===== config.mk =====
export PLATFORM = sky130hd
export DESIGN_NAME = asmd_mult_sequencer
export DESIGN_NICKNAME = d
export VERILOG_FILES = /design/src/rtl/asmd_mult_sequencer.sv
export SDC_FILE = /design/constraint.sdc
export NUM_CORES = 1
export LEC_CHECK = 0
export BUFFER_PORTS_ARGS = -buffer_cell sky130_fd_sc_hd__buf_2
export CAP_MARGIN = 0
export CORE_MARGIN = 3
export CORE_UTILIZATION = 40
export CTS_CLUSTER_SIZE = 14
export DETAILED_ROUTE_END_ITERATION = 10
export HOLD_SLACK_MARGIN = 0.03
export MAX_ROUTING_LAYER = met4
export PLACE_DENSITY = 0.62
export RECOVER_POWER = 50
export SYNTH_ARGS = -nofsm -noshare
export SYNTH_HDL_FRONTEND = slang
export SYNTH_SLANG_ARGS = --single-unit

===== constraint.sdc =====
create_clock -name clk -period 4.73 [get_ports clk]
set_clock_uncertainty 0.15 [all_clocks]
set_input_delay 0.2365 -clock clk [delete_from_list [all_inputs] [get_ports clk]]
set_output_delay 0.2365 -clock clk [all_outputs]
set_load 0.02 [all_outputs]

===== src/rtl/asmd_mult_sequencer.sv =====
// Operand FIFO and issue/collect sequencer sitting in front of the ASMD shift-add multiplier.
// One multiplication in flight at a time; a held result blocks further issues.
module asmd_mult_sequencer #(
    parameter int word_length  = 4,
    parameter int fifo_depth   = 4,
    parameter int busy_timeout = 15
) (
    input  logic                           clk,
    input  logic                           reset,
    input  logic                           in_valid,
    output logic                           in_ready,
    input  logic [word_length-1:0]         in_word0,
    input  logic [word_length-1:0]         in_word1,
    output logic                           out_valid,
    input  logic                           out_ready,
    output logic [2*word_length-1:0]       out_product,
    output logic [word_length-1:0]         mult_word0,
    output logic [word_length-1:0]         mult_word1,
    output logic                           mult_start,
    input  logic                           mult_ready,
    input  logic [2*word_length-1:0]       mult_product,
    output logic [$clog2(fifo_depth):0]    fifo_count,
    output logic                           timeout_err
);

    localparam int aw = $clog2(fifo_depth);
    localparam int cw = $clog2(busy_timeout + 1);

    typedef enum logic [2:0] {IDLE, ISSUE, WAIT_BUSY, WAIT_DONE, HOLD} state_t;

    state_t state, state_next;

    logic [word_length-1:0] mem0 [fifo_depth];
    logic [word_length-1:0] mem1 [fifo_depth];
    logic [aw-1:0]          wr_ptr, rd_ptr;
    logic [aw:0]            count;
    logic [cw-1:0]          wait_cnt;
    logic                   push, pop, timeout_hit, capture;

    assign in_ready    = (count != (aw+1)'(fifo_depth));
    assign fifo_count  = count;
    assign push        = in_valid && in_ready;
    assign pop         = (state == IDLE) && (count != '0) && mult_ready && !out_valid;
    assign timeout_hit = (state == WAIT_BUSY) && mult_ready && (wait_cnt == cw'(busy_timeout - 1));
    assign capture     = (state == WAIT_DONE) && mult_ready;

    always_ff @(posedge clk or negedge reset) begin
        if (!reset) state <= IDLE;
        else        state <= state_next;
    end

    always_comb begin
        state_next = state;
        mult_start = 1'b0;
        case (state)
            IDLE:      if (pop) state_next = ISSUE;
            ISSUE: begin
                mult_start = 1'b1;
                state_next = WAIT_BUSY;
            end
            WAIT_BUSY: begin
                if (!mult_ready)      state_next = WAIT_DONE;
                else if (timeout_hit) state_next = IDLE;
            end
            WAIT_DONE: if (mult_ready) state_next = HOLD;
            HOLD:      if (out_valid && out_ready) state_next = IDLE;
            default:   state_next = IDLE;
        endcase
    end

    // Storage has no reset; only the pointers and count define occupancy.
    always_ff @(posedge clk) begin
        if (push) begin
            mem0[wr_ptr] <= in_word0;
            mem1[wr_ptr] <= in_word1;
        end
    end

    always_ff @(posedge clk or negedge reset) begin
        if (!reset) begin
            wr_ptr      <= '0;
            rd_ptr      <= '0;
            count       <= '0;
            mult_word0  <= '0;
            mult_word1  <= '0;
            out_valid   <= 1'b0;
            out_product <= '0;
            timeout_err <= 1'b0;
            wait_cnt    <= '0;
        end else begin
            if (push) wr_ptr <= wr_ptr + 1'b1;
            if (pop) begin
                rd_ptr     <= rd_ptr + 1'b1;
                mult_word0 <= mem0[rd_ptr];
                mult_word1 <= mem1[rd_ptr];
            end
            case ({push, pop})
                2'b10:   count <= count + 1'b1;
                2'b01:   count <= count - 1'b1;
                default: count <= count;
            endcase

            if (state == ISSUE)          wait_cnt <= '0;
            else if (state == WAIT_BUSY) wait_cnt <= wait_cnt + 1'b1;

            if (timeout_hit) timeout_err <= 1'b1;

            if (capture) begin
                out_product <= mult_product;
                out_valid   <= 1'b1;
            end else if ((state == HOLD) && out_valid && out_ready) begin
                out_valid <= 1'b0;
            end
        end
    end

endmodule


==> summary.md <==
| Metric | Value |
|---|---|
| Grt ovf | `0` |
| Number of H-tree levels | `3` |
| Post-Synth Simple-Gate Area | `0.07444` |
| Die area | `about 0.0076 mm²` |
| First-pass GRT wire length | `around 8500 µm` |
| Fin crit period | `around 3.0 ns` |
| Syn avg cell area | `approximately 17 µm²` |
| Status | `complete, but fails checks` |
| Antenna cells | `0` |
| CTS sink cnt | `64` |
| Core area | `around 0.0062 mm²` |
| Initial antenna violation count | `0` |
| Crit path launch | `state[0]` |
| Total CTS buffers | `9` |
| Setup ws final | `1.733 ns` |
| Cells after DPL | `roughly 270` |
| Via count | `around 1,500` |
| Fin cells | `slightly above 300` |
| CTS-repair resized insts | `0` |
| Fmax | `between 300 and 400 MHz` |
| Worst slack, placed | `about 1.7 ns` |
| Worst Setup End Kind | `flop` |
| Xor/xnor share of the synthesized area | `0.02323` |
| Filler instances | `around 530` |
| Setup TNS | `0 ns` |
| Die X | `87.22 µm` |
| Worst reg2reg path startpoint | `state[0]` |
| Slew headroom | `-0.2100` |
| GP Congestion | `~0.76` |
| Initial DRC Count | `95` |
| Clock Latency Late Sink | `between 0.3 and 0.4 ns` |
| Hold Slack | `approximately 0.055 ns` |
| Register area share after synthesis | `0.6676` |
| Largest area contributor in the netlist | `edfxtp_1` |
| DRT antenna net count | `0` |
| Drt via density | `5.043` |
| Setup Crit Path Kind | `flop to flop` |
| Largest net degree at the start of global routing | `33` |
| Synth Area in Adders | `0.04078` |
| Drt first pass iters | `3` |
| Ranking of synthesized cells by area | `edfxtp_1, dfrtp_1, mux2_2, mux4_2, ha_1` |
| Routed length per instance | `around 17 µm` |
| Hold depth | `2` |
| TritonCTS clock tree | `built` |
| Fin nets | `253` |
| Distinct cells, synth | `34` |
| I/O pin total | `44` |
| Critical Path AT | `around 3.1 ns` |
| Mapped cell area | `0.002639 mm²` |
| Hold Path Class | `input port to flop` |
| Remaining DRCs | `0` |
| RSZ-0062 raised after global routing | `no` |
| Area share of the largest cell type after synthesis | `0.3642` |
| DRT Wirelength | `5151 µm` |
| Slew Viols, Final | `33` |
| CTS Buffer Depth | `2` |
| CTS root buf | `clkbuf_8` |
| VDD IR max | `between 300 and 400 µV` |
| P_leak | `approximately 1.3 nW` |
| Port Buffers | `43` |
| Starting density of the core | `0.4280` |
| Clk slew on worst S/H paths | `around 0.060 ns` |
| Critical Path RT | `roughly 4.8 ns` |
| Area Overhead vs Synth | `23.61%` |
| Largest fanout on the critical path | `10` |
| Multiplexer share of the synthesized area | `0.1489` |
| Reg area | `about 0.0018 mm²` |
| Mapped Cells | `between 150 and 200` |
| Synth Area in Compound Gates | `0.02181` |
| Rows | `28` |
| #FFs+latches synth | `between 60 and 70` |
| Footprint of the multi-input gates | `roughly 820 µm²` |
| Reg2reg path depth | `8` |
| Setup Viol. Count Final | `0` |
| Total power | `roughly 2.1 mW` |
| Fraction of layout cells with a size suffix above 1 | `0.2533` |
| Main combinational cell family by area after synthesis | `multiplexers` |
| MaxCap Viol Count | `1` |
| Hold Violations, Final | `0` |
| Gr usage total | `0.1565` |
| Final Cycle Share | `0.6336` |
| Critical Path Start Type | `flop` |
| Die span in y | `87.22 µm` |
| Commonest cells after routing, fill and taps aside | `dfrtp_1, edfxtp_1, clkbuf_1, mux2_2` |
| HPWL Detailed | `about 3400 µm` |
| Mapped Nets | `187` |
| Ys Warns | `0` |
| Failing checks | `max-capacitance violations, max-slew violations` |
| Slew at the pin with the worst max-slew slack | `approximately 1.8 ns` |
| Ys async rst share | `0.5000` |
| Synth Flop Type | `edfxtp_1` |
| Power per cell area | `around 650 mW/mm²` |
| Vias in the first global route | `1,725` |
| Hold path startpoint | `mult_ready` |
| Post-synth EDFFs | `32` |
==> power breakdown <==
part | switching [mW] | internal (mW) | leakage [nW] | total, mW
combinational | 0.370 | 0.321 | 0.534 | 0.691
clock | 0.195 | 0.295 | 0.102 | 0.490
sequential | 0.163 | 0.780 | 0.682 | 0.943
==> metal layers <==
layer / GRT usage / vias up / wire length [µm]
met4: 0.08508 / 0 / 112
li1: - / 720 / -
met5: - / - / 0
met2: 0.2450 / 27 / 2692
met1: 0.1850 / 773 / 2150
met3: 0.04068 / 13 / 196
==> kinds of logic (layout without fill, tap and decap cells) <==
group / count (synthesis) / after routing
AOI/OAI and AO/OA: 8 / 8
xor gates and xnor gates: 7 / 7
adders and majority gates: 8 / 8
buffers and inverters: 14 / 85
DFF: 64 / 64
muxes: 27 / 27
and+or+nand+nor: 30 / 30
==> metrics by stage <==
stage / util / instance area (µm²)
finish: 0.5290 / 3262
floorplan: - / 2639
global route: 0.5290 / 3262
CTS: 0.5343 / 3294
global placement: 0.4736 / 2920
detailed placement: 0.4736 / 2920
==> critical path, cell delays in order, from the launching register on <==
cell	delay, ns
dfrtp_1	0.47
or4b_4	0.61
nor3_4	0.50
ha_1	0.30
inv_1	0.07
fa_1	0.37
xor2_1	0.15
nor2_1	0.14
xor2_1	0.16
==> cells in the mapped netlist, types with 2 or more instances <==
master     n
xnor2_1    3
edfxtp_1  32
o21ai_0    2
xor2_1     4
a22o_1     2
nand2_1    3
dfrtp_1   32
mux2_2    18
nor2_1     7
and3_1     6
mux4_2     8
nor3b_1    3
buf_1      2
nand3b_1   2
inv_1      9
ha_1       7
==> final timing paths <==
path                            slack (ns)            end
worst max-delay path                  1.73  fifo_count[2]
worst min-delay path                  0.06    timeout_err
worst max register to register        1.73  fifo_count[2]
worst min register to register        0.32    timeout_err
max in group asynchronous             2.59  fifo_count[1]
min in group asynchronous             0.78  mult_word1[3]
==> state kept, by name (all words and copies together), names as in the netlist <==
signal,flops
state,3
rd_ptr,2
out_valid,1
timeout_err,1
wr_ptr,2
mem1,16
mult_word1,4
wait_cnt,4
mult_word0,4
fifo_count,3
mem0,16
out_product,8
==> what timing repair did <==
item	CTS	global route
buffers inserted	0	0
hold endpoints to repair	72	0
hold buffers	17	0
==> final cells by class <==
class,count,area share
Timing Repair Buffer,60,0.1082
Tap cell,75,0.02877
Clock inverter,4,0.02110
Inverter,9,0.01036
Sequential cell,64,0.5401
Clock buffer,12,0.04143
Multi-Input combinational cell,80,0.2501
Power figures use the tool's default switching activity.
